**config.mk**
```make
export PLATFORM = sky130hd
export DESIGN_NAME = interrupt_controller
export DESIGN_NICKNAME = d
export VERILOG_FILES = /design/src/rtl/interrupt_controller.sv
export SDC_FILE = /design/constraint.sdc
export NUM_CORES = 1
export LEC_CHECK = 0
export BUFFER_PORTS_ARGS = -buffer_cell sky130_fd_sc_hd__buf_2
export CORE_AREA = 4 4 58 60
export DETAILED_ROUTE_END_ITERATION = 8
export DIE_AREA = 0 0 62 64
export MAX_ROUTING_LAYER = met4
export PLACE_DENSITY = 0.81
export SKIP_CTS_REPAIR_TIMING = 1
export SLEW_MARGIN = 25
export SYNTH_ARGS = -nofsm -noshare
export SYNTH_HDL_FRONTEND = slang
export SYNTH_SLANG_ARGS = --single-unit
```
**constraint.sdc**
```tcl
create_clock -name clk -period 2.7 [get_ports clk]
set_clock_uncertainty 0.2 [all_clocks]
set_input_delay 0.135 -clock clk [delete_from_list [all_inputs] [get_ports clk]]
set_output_delay 0.135 -clock clk [all_outputs]
set_load 0.03 [all_outputs]
```
**src/rtl/interrupt_controller.sv**
```systemverilog
// Eight-line rising-edge interrupt controller with mask, vector base and a REQ/ACK handshake
// to the microcode sequencer. Define IRQ_SYNC_EN to add a 2-flop input synchronizer.
module interrupt_controller #(
  parameter int IRQ_EN_BIT = 1
) (
  input  logic       clk,
  input  logic       arst,
  input  logic [7:0] irq_in,
  input  logic [7:0] z_bus,
  input  logic [7:0] cpu_status,
  input  logic       ctrl_irq_masks_wrt,
  input  logic       ctrl_int_vector_wrt,
  input  logic       ctrl_int_ack,
  input  logic       ctrl_clear_all_ints,
  output logic       int_pending,
  output logic [7:0] int_vector,
  output logic [2:0] int_req_num,
  output logic [7:0] irq_masks,
  output logic [7:0] int_status
);

  typedef enum logic [1:0] {ST_IDLE, ST_REQ, ST_ACK} state_t;

  state_t     r_state;
  logic       r_int_pending;
  logic [7:0] r_pending;
  logic [7:0] r_masks;
  logic [3:0] r_vector_base;
  logic [2:0] r_req_num;
  logic [7:0] r_irq_hist;

  logic [7:0] w_irq_sampled;
  logic [7:0] w_rise;
  logic [7:0] w_eligible;
  logic [7:0] w_ack_clear;
  logic [2:0] w_winner;
  logic       w_irq_en;
  logic       w_ack_fire;
  logic       w_unused;

`ifdef IRQ_SYNC_EN
  logic [7:0] r_sync1;
  logic [7:0] r_sync2;

  always_ff @(posedge clk) begin
    if (arst) begin
      r_sync1 <= 8'h00;
      r_sync2 <= 8'h00;
    end else begin
      r_sync1 <= irq_in;
      r_sync2 <= r_sync1;
    end
  end

  assign w_irq_sampled = r_sync2;
`else
  assign w_irq_sampled = irq_in;
`endif

  always_comb begin
    w_rise     = w_irq_sampled & ~r_irq_hist;
    w_eligible = r_pending & r_masks;
    w_irq_en   = cpu_status[IRQ_EN_BIT];
    // Scan downward so the lowest-numbered eligible line is the last one written.
    w_winner   = 3'd0;
    for (int i = 7; i >= 0; i--) begin
      if (w_eligible[i]) w_winner = 3'(i);
    end
    w_ack_fire  = (r_state == ST_REQ) && ctrl_int_ack && (|w_eligible);
    w_ack_clear = w_ack_fire ? (8'h01 << w_winner) : 8'h00;
  end

  always_ff @(posedge clk) begin
    if (arst) begin
      r_state       <= ST_IDLE;
      r_int_pending <= 1'b0;
      r_pending     <= 8'h00;
      r_masks       <= 8'h00;
      r_vector_base <= 4'h0;
      r_req_num     <= 3'd0;
      r_irq_hist    <= 8'h00;
    end else begin
      r_irq_hist <= w_irq_sampled;
      if (ctrl_irq_masks_wrt)  r_masks       <= z_bus;
      if (ctrl_int_vector_wrt) r_vector_base <= z_bus[7:4];

      if (ctrl_clear_all_ints) begin
        r_pending     <= 8'h00;
        r_state       <= ST_IDLE;
        r_int_pending <= 1'b0;
      end else begin
        // A fresh edge on the acknowledged line re-arms it rather than being lost.
        r_pending <= (r_pending & ~w_ack_clear) | w_rise;
        case (r_state)
          ST_IDLE: begin
            if ((|w_eligible) && w_irq_en) begin
              r_state       <= ST_REQ;
              r_int_pending <= 1'b1;
            end
          end
          ST_REQ: begin
            if (w_ack_fire) begin
              r_req_num     <= w_winner;
              r_state       <= ST_ACK;
              r_int_pending <= 1'b0;
            end else if (!(|w_eligible) || !w_irq_en) begin
              r_state       <= ST_IDLE;
              r_int_pending <= 1'b0;
            end
          end
          default: begin
            r_state       <= ST_IDLE;
            r_int_pending <= 1'b0;
          end
        endcase
      end
    end
  end

  assign int_pending = r_int_pending;
  assign int_vector  = {r_vector_base, r_req_num, 1'b0};
  assign int_req_num = r_req_num;
  assign irq_masks   = r_masks;
  assign int_status  = r_pending;

  assign w_unused = ^{z_bus[3:0], cpu_status};

endmodule

```
### Yosys cells after proc, flatten, opt, wreduce, memory -nomap -nowiden

Cells that the tools add are included.

| storage, ports and cells | value |
|---|---|
| register bits | 34 |
| word-level logic and storage cells | 46 |
| bits of input ports | 30 |
| output and inout bits | 28 |

| operators by class | value |
|---|---|
| reductions and logical operators | 11 |
| bitwise operators | 7 |
| eq/ne operators | 3 |
| shift-type cells | 1 |
| muxes and demuxes | 17 |

Operators with widths:

| operator | number |
|---|---|
| bitwise AND 8 bit | 3 |
| two-way mux 3 bit | 8 |
| inverter 8 bit | 2 |
| two-way mux 8 bit | 1 |
| bitwise OR 8 bit | 1 |
| OR reduction 8 bit | 1 |
| left shift 1 x 3 -> 8 bit, first input constant | 1 |
| two-way mux 2 bit | 3 |
| one-hot mux 2 bit (2 select lines) | 1 |
| logical AND 1 bit | 3 |
| two-way mux 1 bit | 3 |
| != test 3 x 2 -> 1 bit, second input constant | 1 |
| AND reduction 3 bit | 1 |
| equality test 2 x 1 -> 1 bit, second input constant | 1 |
| logical NOT 1 bit | 2 |
| logical NOT 2 bit | 1 |
| != test 2 bit, second input constant | 1 |
| one-hot mux 1 bit (2 select lines) | 1 |
| AND reduction 2 bit | 1 |
| OR reduction 2 bit | 1 |
| logical OR 1 bit | 1 |
| inverter 1 bit | 1 |

### Longest topological paths before layout

| logic depth | value |
|---|---|
| word-level depth | 14 |
| gate-level depth with buffers | 5 |

### Worst setup path after synthesis

Ideal clock, no wire load.

| timing path | value |
|---|---|
| path type | reg2reg |
| start point | reg int_pending (netlist name) |
| end point | reg r_pending[5], in the netlist int_status[5] |
| path slack | 0.966 ns |
| stages on the path, launching flop included | 5 |
| buffers on the path | 0 |
| period minus slack after synthesis | 1.734 ns |
| data arrival time | 1.415 ns |
| path through | dfxtp_1 and3b_2 nand2_4 or3_1 o221a_1 |

RTL lines:

| what | line | text |
|---|---|---|
| end signal: assignment | 93 | `r_pending <= (r_pending & ~w_ack_clear) \| w_rise;` |
| end: declaration | 26 | `logic [7:0] r_pending;` |

### Final worst setup path

| timing path | value |
|---|---|
| start point | reg r_masks[7], in the netlist irq_masks[7] |
| end point | reg r_int_pending, in the netlist int_pending |

| between the ends | value |
|---|---|
| cells in the longest elaborated chain, start to end | 6 |

Ends and longest elaborated chain:

| what | line | text |
|---|---|---|
| start: declaration | 27 | `logic [7:0] r_masks;` |
| start signal: assignment | 84 | `if (ctrl_irq_masks_wrt) r_masks <= z_bus;` |
| bitwise AND 8 bit * | 62 | `w_eligible = r_pending & r_masks;` |
| OR reduction 8 bit * | 69, 96, 106 |  |
| logical NOT 1 bit | 106 | `end else if (!(\|w_eligible) \|\| !w_irq_en) begin` |
| logical OR 1 bit | 106 |  |
| != test 3 x 2 -> 1 bit (no source line) | -- |  |
| AND reduction 2 bit (no source line) | -- |  |
| end signal: assignment | 105 | `r_int_pending <= 1'b0;` |
| end signal: assignment | 108 | `r_int_pending <= 1'b0;` |
| end signal: assignment | 113 | `r_int_pending <= 1'b0;` |
| end: declaration | 25 | `logic r_int_pending;` |

Every way passes the cells marked *; elsewhere a longest branch is shown, timed or not.
A chain may end at the register's enable or synchronous reset.

==> results.toml <==
[clock_tree]
ctsLongestPathBuffers = 2
clk_pin_slew_ns = 0.11
root_buffer = "clkbuf_4"
clock_sinks = 33
worstSkewPairLatency_ns = 0.33
cts_tree = "done"
numCtsBuffers = 5
htree_levels = 2

[placement]
hpwlAfterDp_um = 2230
io_buffers = 49
dp_cells = 221
gp_congestion = 0.810

[drt]
vias_per_cell = 5.09
vias = 1283
drtIter0Drc = 22
firstDrtPassIters = 4
drc = 0
ant_nets = 0
drt-wirelength-per-cell_um = 12.9
drt-total-wl_um = 3250

[die]
rows = 20
die_w_um = 62
core_area_sq_um = 2930
io_pins = 58
dieHeight_um = 64
start_util_pct = 47.3
die-area_sq_um = 3970

[min_path]
hold_path_startpoint = "ctrl_irq_masks_wrt"
hold_path_class = "primary input to flip-flop"

[timing]
slew_viol_final = 0
hold_viol_final = 0
fmax_mhz = 499
setup_viol = 0
period_share_pct = 74.2
rsz0062_at_grt = "false"
layout_min_cycle_time_ns = 2.00
tns_ns = 0

[synthesis]
synth.distinct_cells = 32
synth.largest_area_cell = "dfxtp_1"
avgSynthCellArea_sq_um = 9.30
ys_seq_elements = 33
netlist_instances = 149
synth_area_leaders = "dfxtp_1, mux2i_1, nor2b_1"
synth.cell_area_sq_um = 1390
synth_nets = 179
synth_seq_area_share_pct = 47.7
yosysWarnings = 0
netlist.area_leader.share_pct = 47.7

[cells_and_area]
nets = 248
antenna_cells = 0
stdcell_count = 252
area_growth_pct = 37.4
drive_above_1_share_pct = 29.2

[power_and_ir_drop]
powerDensity_nw_per_um2 = 501
vdd_drop_max_mv = 0.520
leakagePower_nw = 0.937

[grt]
grt_pass1_vias = 1086
grt_max_degree = 27
grt_usage_pct = 16.6
grt_pass1_wl_um = 4770
antenna_found_initial = 0
overflow = 0

[worst_setup_path]
r2r_start = "irq_masks[7]"
endpoint_kind = "flip-flop"
critPathLaunchType = "flip-flop"
crit_fanout = 4
crit_start = "irq_masks[7]"
cp.required_ns = 2.73
crit_type = "flip-flop to flip-flop"
worst_ep_arrival_time_ns = 2.03

[run]
drv_cap = 0

[status]
run_status = "finished clean"
==> cell type report <==
type	count	area (sq um)
Multi-Input combinational cell	106	671
Timing Repair Buffer	72	475
Clock inverter	3	17.5
Fill cell	260	1020
Clock buffer	5	37.5
Sequential cell	33	661
Tap cell	33	41.3
==> path summary, 6_finish.rpt <==
kind	slack (ns)	cells after the start	to
worst max-delay path	0.70	4	int_pending
worst min-delay path	0.02	3	irq_masks[2]
worst max register to register	0.70	4	int_pending
worst min register to register	0.29	2	int_status[3]
==> cells in the mapped netlist (all sizes together) <==
master   n
a211oi   2
a21oi   11
a22o     1
a22oi    5
a311oi   1
a31oi    1
a32o     1
and2     2
and3b    1
and4b    1
buf      5
clkbuf   5
conb     1
dfxtp   33
mux2i   12
nand2   16
nand2b   1
nand3    2
nand4    1
nor2    17
nor2b   16
nor3     3
o211a    1
o21ai    6
o21ba    1
o221a    1
or2      1
or3      1
==> layout by cell type, fill, tap and decap left out, drive strengths merged <==
cell type    instances
a211oi               2
a21oi               11
a22o                 1
a22oi                5
a311oi               1
a31oi                1
a32o                 1
and2                 2
and3b                1
and4b                1
buf                 49
clkbuf               5
clkinv               2
clkinvlp             1
conb                 1
dfxtp               33
dlygate4sd3         23
mux2i               12
nand2               16
nand2b               1
nand3                2
nand4                1
nor2                17
nor2b               16
nor3                 3
o211a                1
o21ai                6
o21ba                1
o221a                1
or2                  1
or3                  1
==> registers in the layout (all words and copies together) (netlist names) <==
name and flops:
r_vector_base 4, int_pending 1, int_status 8, r_irq_hist 8, int_req_num 3, r_state 1, irq_masks 8
==> routing by layer <==
layer | global-route usage (%) | share of wire (%)
met1 | 21.5 | 43
met2 | 23.2 | 47
met3 | 7.68 | 7.5
met4 | 4.77 | 2.0
met5 | - | 0
==> worst max-delay path: stages, from the launching register on <==
cell and delay [ns]:
dfxtp_1 0.36, a22oi_1 0.35, nand4_1 0.22, and4b_1 0.23, dlygate4sd3_1 0.54
==> logic make-up after synthesis <==
group	Yosys count	synth area share [%]
AO/OA/AOI/OAI	31	16.6
buffers and inverters	10	3.88
flip-flops	33	47.7
multiplexers	12	8.67
other	1	0.271
AND/OR/NAND/NOR	62	22.9
==> power breakdown <==
group / internal [mW] / total, mW / switching, mW
registers: 0.509 / 0.531 / 0.0218
logic: 0.0729 / 0.158 / 0.0849
clock network: 0.0980 / 0.265 / 0.167
total: 0.680 / 0.954 / 0.273
==> per-stage QoR <==
step / total power, mW / setup WS, ns / cell area, sq um / utilization (%) / hold slack (ns)
after CTS: 0.935 / 1.04 / 1670 / 57.1 / -0.191
after global routing: 1.01 / 0.605 / 1900 / 65.0 / 0.00288
after detailed placement: 0.672 / 1.07 / 1620 / 55.3 / 0.162
after global placement: 0.670 / 1.09 / 1620 / 55.3 / 0.154
after floorplan: 0.628 / 0.966 / 1390 / - / 0.0632
final: 0.954 / 0.697 / 1900 / 65.0 / 0.0163
Power figures use the tool's default switching activity.
